File: src/rtl/xtea_pkg.sv
// Shared definitions for the xtea CTR-mode bus driver: wrapper register map,
// control/status bit positions, driver FSM states and the keystream type.
package xtea_pkg;

  localparam logic [7:0] ADDR_NAME0   = 8'h00;
  localparam logic [7:0] ADDR_NAME1   = 8'h01;
  localparam logic [7:0] ADDR_VERSION = 8'h02;
  localparam logic [7:0] ADDR_CTRL    = 8'h08;
  localparam logic [7:0] ADDR_STATUS  = 8'h09;
  localparam logic [7:0] ADDR_CONFIG  = 8'h0a;
  localparam logic [7:0] ADDR_KEY0    = 8'h10;
  localparam logic [7:0] ADDR_KEY1    = 8'h11;
  localparam logic [7:0] ADDR_KEY2    = 8'h12;
  localparam logic [7:0] ADDR_KEY3    = 8'h13;
  localparam logic [7:0] ADDR_BLOCK0  = 8'h20;
  localparam logic [7:0] ADDR_BLOCK1  = 8'h21;
  localparam logic [7:0] ADDR_RESULT0 = 8'h30;
  localparam logic [7:0] ADDR_RESULT1 = 8'h31;

  localparam int unsigned CTRL_NEXT_BIT     = 1;
  localparam int unsigned STATUS_READY_BIT  = 0;
  localparam int unsigned CONFIG_ENCDEC_BIT = 0;

  typedef enum logic [3:0] {
    StIdle,
    StPrePoll,
    StKey,
    StCfg,
    StWaitIn,
    StBlk0,
    StBlk1,
    StNext,
    StGap,
    StPoll,
    StRd0,
    StRd1,
    StOut
  } drv_state_e;

  typedef logic [63:0] ks_t;

  // Word 0 is the most significant 32 bits of the key.
  function automatic logic [31:0] key_word(input logic [127:0] key, input logic [1:0] idx);
    logic [31:0] w;
    case (idx)
      2'd0:    w = key[127:96];
      2'd1:    w = key[95:64];
      2'd2:    w = key[63:32];
      default: w = key[31:0];
    endcase
    return w;
  endfunction

endpackage

File: src/rtl/xtea_ctr_driver.sv
// CTR-mode sequencer driving the xtea register wrapper: out = in ^ XTEA(nonce || counter).
// Optional macro XTEA_CTR_WRAP_CHECK_EN flags counter wrap as an error instead of wrapping.
module xtea_ctr_driver
  import xtea_pkg::*;
#(
  parameter int unsigned POLL_TIMEOUT  = 255,
  parameter logic [7:0]  KEY_ADDR_BASE = 8'h10
) (
  input  logic         clk,
  input  logic         reset,
  input  logic         start,
  input  logic [127:0] key,
  input  logic [31:0]  nonce,
  input  logic [31:0]  ctr_init,
  input  logic         in_valid,
  output logic         in_ready,
  input  logic [63:0]  in_data,
  input  logic         in_last,
  output logic         out_valid,
  input  logic         out_ready,
  output logic [63:0]  out_data,
  output logic         out_last,
  output logic         busy,
  output logic         error,
  output logic         xtea_cs,
  output logic         xtea_we,
  output logic [7:0]   xtea_address,
  output logic [31:0]  xtea_write_data,
  input  logic [31:0]  xtea_read_data
);

  localparam int unsigned PollW = (POLL_TIMEOUT > 2) ? $clog2(POLL_TIMEOUT) : 1;

`ifdef XTEA_CTR_WRAP_CHECK_EN
  localparam bit WrapCheck = 1'b1;
`else
  localparam bit WrapCheck = 1'b0;
`endif

  drv_state_e   state_q, state_d;
  logic [1:0]   key_idx_q, key_idx_d;
  logic [PollW-1:0] poll_cnt_q, poll_cnt_d;
  logic [127:0] key_q, key_d;
  logic [31:0]  nonce_q, nonce_d;
  logic [31:0]  ctr_q, ctr_d;
  logic [63:0]  in_data_q, in_data_d;
  logic         in_last_q, in_last_d;
  logic [31:0]  ks_hi_q, ks_hi_d;
  logic         error_q, error_d;

  logic         in_ready_q, in_ready_d;
  logic         out_valid_q, out_valid_d;
  logic [63:0]  out_data_q, out_data_d;
  logic         out_last_q, out_last_d;
  logic         busy_q, busy_d;
  logic         cs_q, cs_d;
  logic         we_q, we_d;
  logic [7:0]   addr_q, addr_d;
  logic [31:0]  wdata_q, wdata_d;

  logic         status_ready;
  logic         poll_expired;
  ks_t          ks;

  assign status_ready = xtea_read_data[STATUS_READY_BIT];
  assign poll_expired = (poll_cnt_q == PollW'(POLL_TIMEOUT - 1));
  assign ks           = {ks_hi_q, xtea_read_data};

  always_comb begin
    state_d    = state_q;
    key_idx_d  = key_idx_q;
    poll_cnt_d = poll_cnt_q;
    key_d      = key_q;
    nonce_d    = nonce_q;
    ctr_d      = ctr_q;
    in_data_d  = in_data_q;
    in_last_d  = in_last_q;
    ks_hi_d    = ks_hi_q;
    error_d    = error_q;
    out_data_d = out_data_q;
    out_last_d = out_last_q;

    case (state_q)
      StIdle: begin
        if (start) begin
          key_d      = key;
          nonce_d    = nonce;
          ctr_d      = ctr_init;
          error_d    = 1'b0;
          poll_cnt_d = '0;
          state_d    = StPrePoll;
        end
      end
      StPrePoll, StPoll: begin
        if (status_ready) begin
          key_idx_d = '0;
          state_d   = (state_q == StPrePoll) ? StKey : StRd0;
        end else if (poll_expired) begin
          error_d = 1'b1;
          state_d = StIdle;
        end else begin
          poll_cnt_d = poll_cnt_q + 1'b1;
        end
      end
      StKey: begin
        key_idx_d = key_idx_q + 2'd1;
        if (key_idx_q == 2'd3) state_d = StCfg;
      end
      StCfg: state_d = StWaitIn;
      StWaitIn: begin
        if (in_valid) begin
          in_data_d = in_data;
          in_last_d = in_last;
          state_d   = StBlk0;
        end
      end
      StBlk0: state_d = StBlk1;
      StBlk1: state_d = StNext;
      StNext: state_d = StGap;
      StGap: begin
        poll_cnt_d = '0;
        state_d    = StPoll;
      end
      StRd0: begin
        ks_hi_d = xtea_read_data;
        state_d = StRd1;
      end
      StRd1: begin
        out_data_d = in_data_q ^ ks;
        out_last_d = in_last_q;
        state_d    = StOut;
      end
      StOut: begin
        if (out_ready) begin
          ctr_d = ctr_q + 32'd1;
          if (WrapCheck && (ctr_q == 32'hFFFF_FFFF)) begin
            error_d = 1'b1;
            state_d = StIdle;
          end else begin
            state_d = in_last_q ? StIdle : StWaitIn;
          end
        end
      end
      default: state_d = StIdle;
    endcase
  end

  // Bus outputs are registered from the next state so each access lines up with its state.
  always_comb begin
    cs_d        = 1'b0;
    we_d        = 1'b0;
    addr_d      = 8'h00;
    wdata_d     = 32'h0;
    in_ready_d  = (state_d == StWaitIn);
    out_valid_d = (state_d == StOut);
    busy_d      = (state_d != StIdle);

    case (state_d)
      StPrePoll, StPoll: begin
        cs_d   = 1'b1;
        addr_d = ADDR_STATUS;
      end
      StKey: begin
        cs_d    = 1'b1;
        we_d    = 1'b1;
        addr_d  = KEY_ADDR_BASE + {6'd0, key_idx_d};
        wdata_d = key_word(key_q, key_idx_d);
      end
      StCfg: begin
        cs_d    = 1'b1;
        we_d    = 1'b1;
        addr_d  = ADDR_CONFIG;
        wdata_d = 32'd1 << CONFIG_ENCDEC_BIT;
      end
      StBlk0: begin
        cs_d    = 1'b1;
        we_d    = 1'b1;
        addr_d  = ADDR_BLOCK0;
        wdata_d = nonce_q;
      end
      StBlk1: begin
        cs_d    = 1'b1;
        we_d    = 1'b1;
        addr_d  = ADDR_BLOCK1;
        wdata_d = ctr_q;
      end
      StNext: begin
        cs_d    = 1'b1;
        we_d    = 1'b1;
        addr_d  = ADDR_CTRL;
        wdata_d = 32'd1 << CTRL_NEXT_BIT;
      end
      StRd0: begin
        cs_d   = 1'b1;
        addr_d = ADDR_RESULT0;
      end
      StRd1: begin
        cs_d   = 1'b1;
        addr_d = ADDR_RESULT1;
      end
      default: ;
    endcase
  end

  always_ff @(posedge clk) begin
    if (reset) begin
      state_q     <= StIdle;
      key_idx_q   <= '0;
      poll_cnt_q  <= '0;
      key_q       <= '0;
      nonce_q     <= '0;
      ctr_q       <= '0;
      in_data_q   <= '0;
      in_last_q   <= 1'b0;
      ks_hi_q     <= '0;
      error_q     <= 1'b0;
      in_ready_q  <= 1'b0;
      out_valid_q <= 1'b0;
      out_data_q  <= '0;
      out_last_q  <= 1'b0;
      busy_q      <= 1'b0;
      cs_q        <= 1'b0;
      we_q        <= 1'b0;
      addr_q      <= '0;
      wdata_q     <= '0;
    end else begin
      state_q     <= state_d;
      key_idx_q   <= key_idx_d;
      poll_cnt_q  <= poll_cnt_d;
      key_q       <= key_d;
      nonce_q     <= nonce_d;
      ctr_q       <= ctr_d;
      in_data_q   <= in_data_d;
      in_last_q   <= in_last_d;
      ks_hi_q     <= ks_hi_d;
      error_q     <= error_d;
      in_ready_q  <= in_ready_d;
      out_valid_q <= out_valid_d;
      out_data_q  <= out_data_d;
      out_last_q  <= out_last_d;
      busy_q      <= busy_d;
      cs_q        <= cs_d;
      we_q        <= we_d;
      addr_q      <= addr_d;
      wdata_q     <= wdata_d;
    end
  end

  assign in_ready        = in_ready_q;
  assign out_valid       = out_valid_q;
  assign out_data        = out_data_q;
  assign out_last        = out_last_q;
  assign busy            = busy_q;
  assign error           = error_q;
  assign xtea_cs         = cs_q;
  assign xtea_we         = we_q;
  assign xtea_address    = addr_q;
  assign xtea_write_data = wdata_q;

endmodule

File: config.mk
export PLATFORM = sky130hd
export DESIGN_NAME = xtea_ctr_driver
export DESIGN_NICKNAME = d
export VERILOG_FILES = /design/src/rtl/xtea_pkg.sv /design/src/rtl/xtea_ctr_driver.sv
export SDC_FILE = /design/constraint.sdc
export NUM_CORES = 1
export LEC_CHECK = 0
export ABC_AREA = 0
export BUFFER_PORTS_ARGS = -buffer_cell sky130_fd_sc_hd__buf_2
export CAP_MARGIN = 30
export CORE_ASPECT_RATIO = 0.7
export CORE_MARGIN = 1.5
export CORE_UTILIZATION = 54
export DETAILED_ROUTE_END_ITERATION = 16
export GPL_TIMING_DRIVEN = 0
export PLACE_DENSITY_LB_ADDON = 0.25
export SLEW_MARGIN = 20
export SYNTH_ARGS = -nofsm -noshare
export SYNTH_HDL_FRONTEND = slang
export SYNTH_SLANG_ARGS = --single-unit
File: constraint.sdc
create_clock -name clk -period 2.98 [get_ports clk]
set_input_delay 0.149 -clock clk [delete_from_list [all_inputs] [get_ports clk]]
set_output_delay 0.149 -clock clk [all_outputs]
set_load 0.02 [all_outputs]
=== Word-level counts from Yosys, hierarchy flattened ===
Index checks and enable logic that the tools add are counted.

* Register bits after elaboration: 414
* Input port bits: 294
* Logic and storage cells: 98

* $add $sub $neg: 4
* Eq/ne operators: 32
* Mux-type cells: 27
* Bitwise gates (word level): 1
* Reduce and logical (&&, ||, !) cells: 15

{| class="wikitable"
|+ Operators by type and width
! cell !! number
|-
| one-hot mux 32 bit (5 select lines) || 1
|-
| one-hot mux 32 bit (3 select lines) || 1
|-
| two-way mux 32 bit || 2
|-
| one-hot mux 32 bit (2 select lines) || 1
|-
| XOR 64 bit || 1
|-
| one-hot mux 4 bit (12 select lines) || 1
|-
| one-hot mux 6 bit (8 select lines) || 1
|-
| == test 4 bit, second input constant || 9
|-
| adder 32 x 1 -> 32 bit, second input constant || 1
|-
| == test 4 x 3 -> 1 bit, second input constant || 8
|-
| two-way mux 4 bit || 7
|-
| two-way mux 8 bit || 3
|-
| one-hot mux 8 bit (3 select lines) || 1
|-
| == test 4 x 2 -> 1 bit, second input constant || 4
|-
| != test 2 bit, second input constant || 5
|-
| OR reduction 9 bit || 1
|-
| adder 8 x 1 -> 8 bit, second input constant || 1
|-
| == test 4 x 1 -> 1 bit, second input constant || 2
|-
| == test 8 bit, second input constant || 1
|-
| AND reduction 4 bit || 2
|-
| adder 5 x 2 -> 6 bit, first input constant || 1
|-
| two-way mux 1 bit || 5
|-
| OR reduction 5 bit || 1
|-
| == test 2 bit, second input constant || 2
|-
| other kinds (14) || 17
|}

=== Depth between registers and ports, before layout ===
* Depth in word-level cells: 7
* Mapped depth: 10
* Gate-level depth less buffers: 8

=== Least setup slack after synthesis ===
Ideal clock, no wire load.

* Path type: flip-flop to flip-flop
* From: register state_q[3]
* To: register wdata_q[10], in the netlist xtea_write_data[10]
* Data arrival time: 2.118 ns
* Data required time: 2.856 ns
* Path slack: 0.739 ns
* Cell stages (with the launch flop): 9
* Path buffers: 2
* Period minus slack after synthesis: 2.241 ns
* Cells stage by stage: dfxtp_1 buf_6 nor4b_1 nand2_1 nand2_4 buf_6 mux4_2 a222oi_1 nor2_1

* Cells in the longest elaborated chain, start to end: 6
* Elaborated cells on any way between the ends: 33
* Classes of those cells: eq/ne: 19; mux: 11; reduce/logical: 3

{| class="wikitable"
|+ Ends and longest elaborated chain
! item !! RTL line !! RTL
|-
| from (decl) || xtea_ctr_driver.sv:40 || <nowiki>drv_state_e state_q, state_d;</nowiki>
|-
| from (signal assigned) || xtea_ctr_driver.sv:207 || <nowiki>state_q <= StIdle;</nowiki>
|-
| from (signal assigned) || xtea_ctr_driver.sv:227 || <nowiki>state_q <= state_d;</nowiki>
|-
| == test 4 x 1 -> 1 bit or == test 4 bit (tied branches) || xtea_ctr_driver.sv:83, xtea_ctr_driver.sv:97 ||
|-
| two-way mux 4 bit or OR reduction 2 bit (tied branches) || xtea_ctr_driver.sv:97, xtea_ctr_driver.sv:83 ||
|-
| two-way mux 4 bit or one-hot mux 2 bit (2 select lines) (tied branches) || xtea_ctr_driver.sv:95, xtea_ctr_driver.sv:83 ||
|-
| one-hot mux 4 bit (12 select lines), or another cell as far along || xtea_ctr_driver.sv:83 || <nowiki>case (state_q)</nowiki>
|-
| == test 4 x 3 -> 1 bit, or another cell as far along || xtea_ctr_driver.sv:158 || <nowiki>case (state_d)</nowiki>
|-
| one-hot mux 32 bit (5 select lines) (*) || xtea_ctr_driver.sv:158 ||
|-
| to (signal assigned) || xtea_ctr_driver.sv:245 || <nowiki>wdata_q <= wdata_d;</nowiki>
|-
| to (decl) || xtea_ctr_driver.sv:59 || <nowiki>logic [31:0] wdata_q, wdata_d;</nowiki>
|}

Every way passes the cells marked *; elsewhere a longest branch is shown, timed or not.
A chain may end at the register's enable or synchronous reset.

=== Worst setup path after layout ===
* From: register poll_cnt_q[0]
* To: register wdata_q[4], in the netlist xtea_write_data[4]

* Cells in the longest elaborated chain, start to end: 6
* Elaborated cells on any way between the ends: 10
* Classes of those cells: eq/ne: 6; mux: 4

{| class="wikitable"
|+ Ends and longest elaborated chain
! item !! RTL line !! RTL
|-
| from (decl) || xtea_ctr_driver.sv:42 || <nowiki>logic [PollW-1:0] poll_cnt_q, poll_cnt_d;</nowiki>
|-
| from (signal assigned) || xtea_ctr_driver.sv:229 || <nowiki>poll_cnt_q <= poll_cnt_d;</nowiki>
|-
| == test 8 bit (*) || xtea_ctr_driver.sv:66 || <nowiki>assign poll_expired = (poll_cnt_q == PollW'(POLL_TIMEOUT - 1));</nowiki>
|-
| two-way mux 4 bit (*) || xtea_ctr_driver.sv:98 || <nowiki>end else if (poll_expired) begin</nowiki>
|-
| two-way mux 4 bit (*) || xtea_ctr_driver.sv:95 || <nowiki>if (status_ready) begin</nowiki>
|-
| one-hot mux 4 bit (12 select lines) (*) || xtea_ctr_driver.sv:83 ||
|-
| == test 4 x 3 -> 1 bit or == test 4 x 2 -> 1 bit (tied branches) || xtea_ctr_driver.sv:158 ||
|-
| one-hot mux 32 bit (5 select lines) (*) || xtea_ctr_driver.sv:158 ||
|}

Marks and branches as above.

==> results.md <==
- Layout cells sized above 1: 20.5%
- Cell Pwr Density: 566 nW/um^2
- Power Total: 13.3 mW
- Setup slack, reg-to-reg: 80 ps
- Mean Syn Cell Area: 8.43 sq um
- CTS Buf Count: 39
- Lkg Pwr: 9.18 nW
- Top cell type's share of synthesized area: 49.2%
- Minimum clock period: 2900 ps
- Hold_sp: ctr_init[12]
- Synth unique cells: 70
- Mapped cell area: 16700 sq um
- Net count, final: 2999
- Util after Layout: 77.5%
- Setup repair after global routing missed its margin: false
- Hold Path Class: primary input to register
- Slew margin rel.: 39.7%
- Most common cell after layout, fill and taps aside: nand2_1
- Startpoint types: register
- Fmax: 344 MHz
- DP Wirelength: 44.8 mm
- WHS Path Cells: 3
- Peak VDD IR: 433 uV
- Starting density of the core: 55.3%
- Status: finished, final reports clean
- DRT Pass-1 Iters: 7
- Area growth, synth to finish: 40.2%
- Grt total ovfl: 0
- WP data arrival: 3330 ps
- CP max stage cell: o311ai_0
- Total number of vias: 18600
- CP max FO: 10
- Vias in the first global route: 17800
- First-pass GRT wire length: 100 mm
- Die area: 32000 sq um
- CTS tree: done
- Port bufs: 400
- Worst r2r dst: xtea_write_data[4]$_SDFF_PP0_
- Max Root-Sink Buffers: 3
- Drt drc: 0
- Gr usage total: 41.1%
- Fin. max-slew vios: 0
- CP endpoint kind: register
- Ys async rst share: 0%
- Cells along the critical path: inv_1, ha_1, nand4_1, o311ai_0, nand3_1, o31a_1, o22a_1, buf_2, nor2_1
- Die height: 150 um
- Most frequent cells in the layout: 549 x nand2_1, 440 x buf_2, 411 x dfxtp_1, 293 x a21oi_1, 274 x dlygate4sd3_1
- Final Skew: 17.1 ps
- Die W: 213 um
- Filler instances: 2036
- Max-cap violation count: 0
- Final GP Congestion: 0.974
- Reg-to-reg startpoint: poll_cnt_q[0]$_SDFFE_PP0P_
- WHS Endpoint: ctr_q[12]$_SDFFE_PP0P_
- Setup TNS Final: 0 ps
- Initial antenna violation count: 8
- Worst Path Class, Setup: register to register
- Sequential area share after synthesis: 49.2%
- Main synth FF type: dfxtp_1
- H-tree levels: 2
- Clock Latency Late Sink: 540 ps
- Synth area leaders: dfxtp_1 49%, nand2_1 12%, a21oi_1 8.8%, mux4_2 3.5%, a211oi_1 3.4%
- Cells on worst reg2reg path: 9
- Setup violators final: 0
- Final Hold Viols: 0
- Largest stage delay, worst path: 480 ps
- DRT antenna net count: 0
- Period utilization: 97.4%
- DRT Wirelength: 67.4 mm
- Clock Sinks: 411
- Row count: 53
- EDFF count, synth: 0
- Required time worst endpoint: 3410 ps
- Yosys Warn Count: 0
- DRT iter0 DRCs: 2274
- Wire per inst: 21.4 um
- I/O pin cnt: 405
- Core area: 30200 sq um
- Flops & latches, synth: 411
- Clock-pin transition on the worst setup and hold timing paths: 60 ps
- CTS root buffer: clkbuf_16
- Vias/cell: 5.90
- Largest net degree at the start of global routing: 16
- Worst Max-Slew Pin Slew: 904 ps
- Synth area leader: dfxtp_1
- Cells after synthesis: 1983
[worst max-delay path by stage]
stage | end | start
3_3_place_gp | xtea_write_data[12]$_SDFF_PP0_ | state_q[3]$_SDFF_PP0_
5_1_grt | xtea_write_data[6]$_SDFF_PP0_ | poll_cnt_q[0]$_SDFFE_PP0P_
3_5_place_dp | xtea_write_data[12]$_SDFF_PP0_ | state_q[3]$_SDFF_PP0_
2_1_floorplan | xtea_write_data[10]$_SDFF_PP0_ | state_q[3]$_SDFF_PP0_
6_report | xtea_write_data[4]$_SDFF_PP0_ | poll_cnt_q[0]$_SDFFE_PP0P_
4_1_cts | xtea_write_data[12]$_SDFF_PP0_ | state_q[3]$_SDFF_PP0_
[Yosys cell counts, types with 13 or more instances]
cell type	instances
nand2_1	549
a21oi_1	293
xnor2_1	64
buf_1	13
a211oi_1	76
o21ai_0	28
nand3_1	23
a222oi_1	30
mux4_2	26
buf_2	40
nor3_1	13
nor2_1	140
dfxtp_1	411
clkbuf_1	99
and3_1	13
[flip-flops by register name, summed over array words and instances (netlist names)]
name,flops
busy,1
ctr_q,32
error,1
in_data_q,64
in_last_q,1
in_ready,1
key_idx_q,2
key_q,128
ks_hi_q,32
nonce_q,32
out_data,64
out_last,1
out_valid,1
poll_cnt_q,8
state_q,4
xtea_address,5
xtea_cs,1
xtea_we,1
xtea_write_data,32
[cells by family (layout without fill, tap and decap cells)]
family,count (synthesis),after routing,synth area share (%)
DFF,411,411,49.2
and+or+nand+nor,804,804,19.9
adders and majority gates,4,4,0.299
xor gates and xnor gates,71,71,3.72
buffers and inverters,172,917,4.50
muxes,34,34,4.48
other,1,12,0.0224
AOI/OAI and AO/OA,486,486,17.8
[critical path, delay by kind of cell, from the launching register on]
family                     cells  cell delay [ps]
adders and majority gates      1              150
buffers and inverters          2              360
and+or+nand+nor                3              780
AOI/OAI and AO/OA              3             1150
DFF                            1              340
[area by class of cell]
| cell class | count | area, sq um | share of cell area (%) |
|---|---|---|---|
| inverters | 9 | 33.8 | 0.144 |
| clock buffers | 52 | 1120 | 4.77 |
| well taps | 412 | 515 | 2.20 |
| clock inverters | 18 | 297 | 1.27 |
| multi-input cells | 1402 | 7750 | 33.1 |
| flip-flops and latches | 411 | 8230 | 35.1 |
| repair buffers | 675 | 4750 | 20.3 |
| diodes | 9 | 22.5 | 0.0961 |
| plain buffers | 163 | 719 | 3.07 |
[per-layer routing]
metal	vias to the layer above	GRT usage (%)	routed length (um)	share of wire (%)
met1	8649	55.4	26500	39
met3	338	11.2	8220	12
met4	0	20.5	3960	5.9
li1	8243	-	-	-
met5	-	0	0	0
met2	1350	60.9	28700	43
[metrics by stage]
step | hold slack, ps | std cells | worst slack [ps] | cell area [sq um]
after global routing | 13.8 | 3149 | 32.0 | 23400
after global placement | 392 | 2797 | 118 | 19200
after CTS | 0.603 | 3141 | 101 | 23400
after floorplan | 253 | 1985 | 739 | 16700
after detailed placement | 395 | 2797 | 141 | 19200
final | 5.55 | 3151 | 76.6 | 23400
[repair_timing]
action,in CTS,in global routing
hold endpoints to repair,305,0
endpoints found under the setup margin,0,13
buffers inserted,0,1
hold buffers,274,0
gates resized for setup,0,4
[report_power, final]
part           leakage (nW)  internal, mW  switching, mW
combinational          5.14         0.764           1.02
clock                 0.697          3.34           2.23
sequential             3.34          5.73          0.189
total                  9.18          9.84           3.44
Note: power is estimated with default switching activity, not from simulation.
